$ cat src/rtl/up5bit_counter_pkg.sv
`default_nettype none
// ============================================================================
// Module      : up5bit_counter_pkg
// Description : Shared types and helpers for the up-counter monitor.
//               Holds the monitor state encoding, the default observed-count
//               width and a modulo-2^width increment helper.
// Revision    : 1.0 - initial release
// ============================================================================
package up5bit_counter_pkg;

    // Default width of the observed counter bus.
    localparam int c_default_width = 5;

    // Width of the consecutive-hit / consecutive-miss run counters.
    // Thresholds are limited to 1..15, so four bits always suffice.
    localparam int c_run_w = 4;

    typedef enum logic [1:0] {
        IDLE   = 2'd0,
        ACQ    = 2'd1,
        LOCKED = 2'd2
    } mon_state_t;

    // Increment modulo 2^width. The result is masked so that callers
    // truncating to 'width' bits, or not, see identical wrap behaviour.
    function automatic logic [31:0] inc_mod(input logic [31:0] value,
                                            input int unsigned width);
        logic [32:0] w_mask;
        logic [32:0] w_sum;
        w_mask = (33'd1 << width) - 33'd1;
        w_sum  = {1'b0, value} + 33'd1;
        return 32'(w_sum & w_mask);
    endfunction

endpackage
`default_nettype wire

$ cat src/rtl/up5bit_counter_monitor_sat_counter.sv
`default_nettype none
// ============================================================================
// Module      : sat_counter
// Description : Saturating up-counter with synchronous clear.
//               Ports: clk   - clock
//                      reset - synchronous active-high reset
//                      clr   - synchronous clear, wins over inc
//                      inc   - increment request (ignored at all-ones)
//                      q     - current count
// Revision    : 1.0 - initial release
// ============================================================================
module sat_counter #(
    parameter int W = 8
) (
    input  logic         clk,
    input  logic         reset,
    input  logic         clr,
    input  logic         inc,
    output logic [W-1:0] q
);

    localparam logic [W-1:0] c_max = {W{1'b1}};

    logic [W-1:0] r_q;

    always_ff @(posedge clk) begin
        if (reset) begin
            r_q <= '0;
        end else if (clr) begin
            r_q <= '0;
        end else if (inc && (r_q != c_max)) begin
            r_q <= r_q + W'(1);
        end
    end

    assign q = r_q;

endmodule
`default_nettype wire

$ cat src/rtl/up5bit_counter_monitor.sv
`default_nettype none
// ============================================================================
// Module      : up5bit_counter_monitor
// Description : Receive-side checker for a free-running up-counter bus.
//               Acquires lock on the incoming sequence, then tracks it with
//               a flywheel prediction, flagging every non-increment step and
//               keeping saturating match/error statistics.
//               Ports: clk         - clock
//                      reset       - synchronous active-high reset
//                      cnt_in      - observed counter value
//                      sample_en   - cnt_in valid this cycle
//                      clr_stats   - clear err_count / match_count
//                      locked      - monitor is locked
//                      err_pulse   - one-cycle mismatch strobe (locked only)
//                      expected    - prediction for the next sample
//                      err_count   - saturating mismatch count
//                      match_count - saturating match count
// Revision    : 1.0 - initial release
// ============================================================================
module up5bit_counter_monitor
    import up5bit_counter_pkg::*;
#(
    parameter int WIDTH       = c_default_width,
    parameter int LOCK_THRESH = 2,
    parameter int LOSS_THRESH = 3,
    parameter int ERR_W       = 8,
    parameter int MATCH_W     = 16
) (
    input  logic               clk,
    input  logic               reset,
    input  logic [WIDTH-1:0]   cnt_in,
    input  logic               sample_en,
    input  logic               clr_stats,
    output logic               locked,
    output logic               err_pulse,
    output logic [WIDTH-1:0]   expected,
    output logic [ERR_W-1:0]   err_count,
    output logic [MATCH_W-1:0] match_count
);

    mon_state_t         r_state;
    logic               r_locked;
    logic               r_err_pulse;
    logic [WIDTH-1:0]   r_expected;
    logic [c_run_w-1:0] r_good_run;
    logic [c_run_w-1:0] r_bad_run;

    logic [WIDTH-1:0]   w_cnt_inc;
    logic [WIDTH-1:0]   w_exp_inc;
    logic               w_match;
    logic               w_lock_done;
    logic               w_loss;
    logic               w_err_inc;
    logic               w_match_inc;

    assign w_cnt_inc   = WIDTH'(inc_mod(32'(cnt_in), WIDTH));
    assign w_exp_inc   = WIDTH'(inc_mod(32'(r_expected), WIDTH));
    assign w_match     = (cnt_in == r_expected);
    // Thresholds compare against the run count *including* this sample.
    assign w_lock_done = ((r_good_run + c_run_w'(1)) == c_run_w'(LOCK_THRESH));
    assign w_loss      = ((r_bad_run + c_run_w'(1)) == c_run_w'(LOSS_THRESH));

    // Statistics only move on samples taken while locked.
    assign w_err_inc   = sample_en && (r_state == LOCKED) && !w_match;
    assign w_match_inc = sample_en && (r_state == LOCKED) &&  w_match;

    always_ff @(posedge clk) begin
        if (reset) begin
            r_state     <= IDLE;
            r_locked    <= 1'b0;
            r_err_pulse <= 1'b0;
            r_expected  <= '0;
            r_good_run  <= '0;
            r_bad_run   <= '0;
        end else begin
            r_err_pulse <= 1'b0;
            if (sample_en) begin
                case (r_state)
                    IDLE: begin
                        r_expected <= w_cnt_inc;
                        r_good_run <= '0;
                        r_state    <= ACQ;
                    end
                    ACQ: begin
                        r_expected <= w_cnt_inc;
                        if (w_match) begin
                            r_good_run <= r_good_run + c_run_w'(1);
                            if (w_lock_done) begin
                                r_state   <= LOCKED;
                                r_locked  <= 1'b1;
                                r_bad_run <= '0;
                            end
                        end else begin
                            // Silent resync: nothing is reported before lock.
                            r_good_run <= '0;
                        end
                    end
                    LOCKED: begin
                        if (w_match) begin
                            r_bad_run  <= '0;
                            r_expected <= w_cnt_inc;
                        end else begin
                            r_err_pulse <= 1'b1;
                            if (w_loss) begin
                                r_state    <= ACQ;
                                r_locked   <= 1'b0;
                                r_expected <= w_cnt_inc;
                                r_good_run <= '0;
                                r_bad_run  <= '0;
                            end else begin
                                // Flywheel: keep predicting from our own
                                // sequence so a single glitch costs one error.
                                r_bad_run  <= r_bad_run + c_run_w'(1);
                                r_expected <= w_exp_inc;
                            end
                        end
                    end
                    default: begin
                        r_state  <= IDLE;
                        r_locked <= 1'b0;
                    end
                endcase
            end
        end
    end

    sat_counter #(
        .W (ERR_W)
    ) u_err_cnt (
        .clk   (clk),
        .reset (reset),
        .clr   (clr_stats),
        .inc   (w_err_inc),
        .q     (err_count)
    );

    sat_counter #(
        .W (MATCH_W)
    ) u_match_cnt (
        .clk   (clk),
        .reset (reset),
        .clr   (clr_stats),
        .inc   (w_match_inc),
        .q     (match_count)
    );

    assign locked    = r_locked;
    assign err_pulse = r_err_pulse;
    assign expected  = r_expected;

endmodule
`default_nettype wire

$ cat config.mk
export PLATFORM = sky130hd
export DESIGN_NAME = up5bit_counter_monitor
export DESIGN_NICKNAME = d
export VERILOG_FILES = /design/src/rtl/up5bit_counter_pkg.sv /design/src/rtl/up5bit_counter_monitor_sat_counter.sv /design/src/rtl/up5bit_counter_monitor.sv
export SDC_FILE = /design/constraint.sdc
export NUM_CORES = 1
export LEC_CHECK = 0
export BUFFER_PORTS_ARGS = -buffer_cell sky130_fd_sc_hd__buf_2
export CAP_MARGIN = 5
export CORE_MARGIN = 2
export CORE_UTILIZATION = 40
export CTS_BUF_LIST = sky130_fd_sc_hd__clkbuf_4 sky130_fd_sc_hd__clkbuf_8 sky130_fd_sc_hd__clkbuf_16
export DETAILED_ROUTE_END_ITERATION = 7
export PLACE_DENSITY_LB_ADDON = 0.1
export REMOVE_ABC_BUFFERS = 1
export SKIP_LAST_GASP = 1
export SYNTH_ARGS = -nofsm -noshare
export SYNTH_HDL_FRONTEND = slang
export SYNTH_SLANG_ARGS = --single-unit
$ cat constraint.sdc
create_clock -name clk -period 2.1 [get_ports clk]
set_input_delay 0.42 -clock clk [delete_from_list [all_inputs] [get_ports clk]]
set_output_delay 0.42 -clock clk [all_outputs]
set_load 0.02 [all_outputs]
Yosys cells after proc, flatten, opt, wreduce, memory -nomap -nowiden --
Cells that the tools add are included.
Word-level totals: bits of input ports 9, word-level logic and storage cells 69, latch bits 0, memory bits (read-only) 0, output and inout bits 31, register bits 41, RAM bits 0, memories kept 0
Cells by class: equal/unequal tests 11, shift operators 0, reductions and logical operators 18, bitwise gates (word level) 3, multipliers 0, mux-type cells 23, order comparisons 0, add/subtract/negate cells 6, divide/modulo/power cells 0
Operators with widths (number):
- 2-to-1 mux 4 bit | 7
- adder 16 x 1 -> 16 bit (second input constant) | 1
- != test 16 bit (second input constant) | 1
- case mux 4 bit (3 select lines) | 1
- adder 5 x 1 -> 5 bit (second input constant) | 2
- 2-to-1 mux 5 bit | 2
- case mux 5 bit (2 select lines) | 1
- adder 4 x 1 -> 4 bit (second input constant) | 2
- adder 8 x 1 -> 8 bit (second input constant) | 1
- == test 4 x 2 -> 1 bit (second input constant) | 2
- 2-to-1 mux 2 bit | 4
- != test 2 bit (second input constant) | 4
- != test 8 bit (second input constant) | 1
- case mux 4 bit (2 select lines) | 1
- AND reduction 4 bit | 2
- case mux 2 bit (3 select lines) | 1
- AND reduction 6 bit | 1
- == test 5 bit | 1
- logical AND 1 bit | 5
- 2-to-1 mux 1 bit | 5
- AND reduction 5 bit | 1
- nonzero test 2 bit | 2
- OR reduction 2 bit | 2
- NOT 1 bit | 3
- other kinds (8) | 8

Longest topological paths before layout --
depth after elaboration 5, gate-level depth with buffers 8

Cells and area by module --
A second synthesis with hierarchy kept.
Second synthesis, totals: cell total of the unflattened synthesis 308, area total of the unflattened synthesis 2635.0 um^2
By module, submodules not included:
- up5bit_counter_monitor | instances 1, area each 1282.5 um^2, cells an instance 159, seq. area each 340.3 um^2
- sat_counter (u_match_cnt) | instances 1, area each 917.1 um^2, cells an instance 102, seq. area each 320.3 um^2
- sat_counter (u_err_cnt) | instances 1, area each 435.4 um^2, cells an instance 47, seq. area each 160.2 um^2

Worst setup path after synthesis --
Ideal clock, no wire load.
path type register to register, start register r_bad_run[0], end register r_expected[4], in the netlist expected[4], setup slack 0.302 ns, cell stages (with the launch flop) 9, arrival time 1.723 ns, period minus slack after synthesis 1.798 ns, path buffers 1, path through dfxtp_1 inv_1 ha_1 and3_1 a31oi_2 o211ai_1 buf_4 or2_2 a31oi_1
On the way: word-level cells in the longest chain between the ends 5
Ends and longest elaborated chain:
- start: declaration | line up5bit_counter_monitor.sv:46 | logic [c_run_w-1:0] r_bad_run;
- start signal: assignment | line up5bit_counter_monitor.sv:113 | r_bad_run <= r_bad_run + c_run_w'(1);
- adder 4 x 1 -> 4 bit | line up5bit_counter_monitor.sv:61 | assign w_loss = ((r_bad_run + c_run_w'(1)) == c_run_w'(LOSS_THRESH));
- == test 4 x 2 -> 1 bit | line up5bit_counter_monitor.sv:61
- 2-to-1 mux 5 bit | line up5bit_counter_monitor.sv:104 | if (w_loss) begin
- 2-to-1 mux 5 bit | line up5bit_counter_monitor.sv:99 | if (w_match) begin
- case mux 5 bit (2 select lines) | line up5bit_counter_monitor.sv:78 | case (r_state)
- end signal: assignment | line up5bit_counter_monitor.sv:80 | r_expected <= w_cnt_inc;
- end signal: assignment | line up5bit_counter_monitor.sv:101 | r_expected <= w_cnt_inc;
- end signal: assignment | line up5bit_counter_monitor.sv:107 | r_expected <= w_cnt_inc;
- end: declaration | line up5bit_counter_monitor.sv:44 | logic [WIDTH-1:0] r_expected;
No other way between the ends. A chain may end at the register's enable or synchronous reset.

Worst setup path after layout --
start register r_bad_run[1], end register r_expected[0], in the netlist expected[0]
Same word-level chain as after synthesis.

==> flow_summary.json <==
{
  "critPathMaxStageDelay_ns": 0.37,
  "io_pins": 40,
  "crit_family": "compound AO/OA/AOI/OAI gates",
  "die_y_um": 82.5,
  "maxCapViolCount": 0,
  "wl_per_cell_um": 14.6,
  "cts_root_buf": "clkbuf_8",
  "cp.required_ns": 2.33,
  "cts.sinks": 41,
  "yosys_warnings": 0,
  "synth_area_leader_cell": "dfxtp_1",
  "coreArea_sq_um": 5920,
  "synthTopCellsByCount": "dfxtp_1 (41), nand2_1 (28), nand3_1 (22), a21oi_1 (20), or3_1 (16)",
  "rr_worst_depth": 7,
  "grt_pass1_vias": 2140,
  "port_buffers": 39,
  "rr_startpoint": "r_bad_run[1]$_SDFFE_PP0P_",
  "detail-route-antenna-nets": 0,
  "slew_viol_final": 0,
  "n_fill_cell": 606,
  "synth_top_area_share_pct": 33.3,
  "fin_area_sq_um": 2950,
  "syn_avg_cell_area_sq_um": 8.52,
  "cp_max_fo": 8,
  "max_freq_mhz": 521,
  "track_usage_pct": 19.2,
  "syn_area_sq_um": 2460,
  "place.gp.congestion": 0.824,
  "ys_types": 59,
  "crit_chain": "ha_1, and3_1, a31oi_2, o211ai_1, buf_4, or3_1, a31oi_1",
  "tritoncts": "built",
  "period_share_pct": 91.5,
  "route.detailed.drc": 0,
  "initial_core_util_pct": 41.6,
  "cts_buffers": 5,
  "layout_setup_ws_ns": 0.179,
  "tightest_slew_ns": 0.804,
  "worstPathArrival_ns": 2.15,
  "syn2layout_area_growth_pct": 19.8,
  "min_period_ns": 1.92,
  "core.rowCount": 28,
  "path_class": "flop to flop",
  "synth.area.top_cells": "dfxtp_1 (33%), mux2i_1 (4.5%), nand3_1 (4.5%)",
  "min_path_type": "input port to flop",
  "rr_endpoint": "expected[0]$_SDFFE_PP0P_",
  "skew_ns": 0.0105,
  "post-route-util_pct": 49.8,
  "whs_path_depth": 4,
  "ir_worst_vdd_mv": 0.415,
  "synth_edf_count": 0,
  "vias_per_cell": 5.63,
  "antenna_found_initial": 0,
  "rsz0062_at_grt": "no",
  "clock_power_share_pct": 45.3,
  "postCtsSetupRepairBufs": 0,
  "first_iter_violations": 123,
  "yosys_register_bits": 41,
  "synthCells": 289,
  "grt_overflow": 0,
  "grt_max_degree": 21,
  "hold_viol_final": 0,
  "ys.flop_type": "dfxtp_1",
  "first_pass_iters": 4,
  "clk_latency_ns": 0.31,
  "grt_pass1_wl_um": 10200,
  "wirelength_um": 6080,
  "crit_path_top_delay_cell": "dfxtp_1",
  "die_x_um": 82.5,
  "dp_slack_ns": 0.0613,
  "drive_above_1_share_pct": 24.6,
  "min_to": "expected[0]$_SDFFE_PP0P_",
  "dieArea_sq_um": 6800,
  "endpoint_kind": "flop",
  "yosysMostFrequentCell": "dfxtp_1",
  "p_leak_nw": 1.14,
  "tns_ns": 0,
  "pwr-share-seq_pct": 45.8,
  "path_buf_inv": 1,
  "synth-async-reset-ratio_pct": 0,
  "placed_area_sq_um": 2810,
  "place_hpwl_um": 4360,
  "ys_seq_area_share_pct": 33.3,
  "hold_path_startpoint": "cnt_in[0]",
  "path_clk_slew_ns": 0.08,
  "dr_total_vias": 2342,
  "internal-power_w": 0.00132,
  "h-tree-depth": 2,
  "cts_buffer_depth": 2,
  "cp-start-kind": "flop",
  "pwr-share-comb_pct": 8.9,
  "run_status": "complete, no violations",
  "p_per_area_nw_per_um2": 589,
  "antennaDiodeCount": 0,
  "nNetsFinal": 357,
  "swShare_pct": 24.0,
  "maxSlewHeadroom_pct": 46.2,
  "rrSetupSlack_ns": 0.18,
  "p_switching_w": 0.000417,
  "setup_viol_count_final": 0
}
[worst register-to-register path, cell delays in order, from the launching register on]
cell      delay, ns
dfxtp_1        0.37
ha_1           0.23
and3_1         0.18
a31oi_2        0.21
o211ai_1       0.20
buf_4          0.22
or3_1          0.30
a31oi_1        0.15
[how the worst max path moves through the flow]
stage | to | slack, ns | start | cells past startpoint
2_1_floorplan | expected[3]$_SDFFE_PP0P_ | 0.18 | expected[0]$_SDFFE_PP0P_ | 5
3_3_place_gp | u_match_cnt.q[13]$_SDFFE_PP0P_ | 0.11 | cnt_in[0] | 6
3_5_place_dp | u_match_cnt.q[4]$_SDFFE_PP0P_ | 0.06 | cnt_in[0] | 6
4_1_cts | r_good_run[2]$_SDFFE_PP0P_ | 0.1 | r_bad_run[1]$_SDFFE_PP0P_ | 7
5_1_grt | r_bad_run[0]$_SDFFE_PP0P_ | 0.02 | r_bad_run[1]$_SDFFE_PP0P_ | 7
6_report | expected[0]$_SDFFE_PP0P_ | 0.18 | r_bad_run[1]$_SDFFE_PP0P_ | 7
[power by group through the flow]
stage                     combinational (W)  clock [W]  sequential (W)
after floorplan                   0.0000834          0        0.000823
after CTS                          0.000156   0.000808        0.000796
after detailed placement           0.000155          0        0.000814
after global placement             0.000154          0        0.000814
final                              0.000155   0.000788        0.000796
after global routing               0.000169   0.000847        0.000798
[area by class of cell]
type,count,area [sq um],share of cell area (%)
clock buffers,5,68.8,2.33
clock inverters,3,68.8,2.33
inverters,11,41.3,1.40
multi-input cells,226,1540,52.2
flip-flops and latches,41,822,27.9
well taps,75,93.8,3.18
repair buffers,55,315,10.7
[state kept, by name (all words and copies together) (netlist names)]
| signal | flops |
|---|---|
| expected | 5 |
| locked | 1 |
| u_err_cnt.q | 8 |
| r_good_run | 4 |
| r_state | 2 |
| r_bad_run | 4 |
| err_pulse | 1 |
| u_match_cnt.q | 16 |
[cell families (layout without fill, tap and decap cells)]
kind of cell	Yosys count	after routing	synth area share, %
adders and majority gates	8	8	4.07
buffers and inverters	22	74	4.27
DFF	41	41	33.3
muxes	11	11	4.47
and+or+nand+nor	127	127	30.7
xor gates and xnor gates	8	8	2.85
AOI/OAI and AO/OA	72	72	20.3
[layout by cell type, fill, tap and decap left out, drive strengths merged, types with 3 or more instances in the layout]
cell type / count
buf: 55
dfxtp: 41
nand2: 29
nand3: 24
a21oi: 20
or3: 16
nor2: 12
inv: 12
mux2i: 11
o21ai: 10
xnor2: 8
ha: 8
a31oi: 8
and3: 7
nor3: 7
o31ai: 6
or4: 6
nor4: 6
clkbuf: 5
a41o: 4
nand4: 4
a311oi: 4
or2: 4
a211oi: 3
and2: 3
a21boi: 3
[metal layers]
metal	global-route usage, %	share of wire, %	vias up
met5	0	0	-
met4	6.33	1.8	0
met3	3.59	4.2	10
met2	31.4	44	46
met1	25.4	50	1086
li1	-	-	1200
[repair_timing]
item                                    in CTS  in global routing
hold buffers                                 0                  0
gates resized for setup                      0                  2
endpoints found under the setup margin       0                  4
[per-stage QoR]
stage / power, W / hold WS (ns) / std cells
floorplan: 0.000906 / 0.460 / 278
global placement: 0.000968 / 0.475 / 408
detailed placement: 0.000969 / 0.487 / 408
CTS: 0.00176 / 0.457 / 416
global route: 0.00181 / 0.486 / 416
finish: 0.00174 / 0.461 / 416
Power figures use the tool's default switching activity.
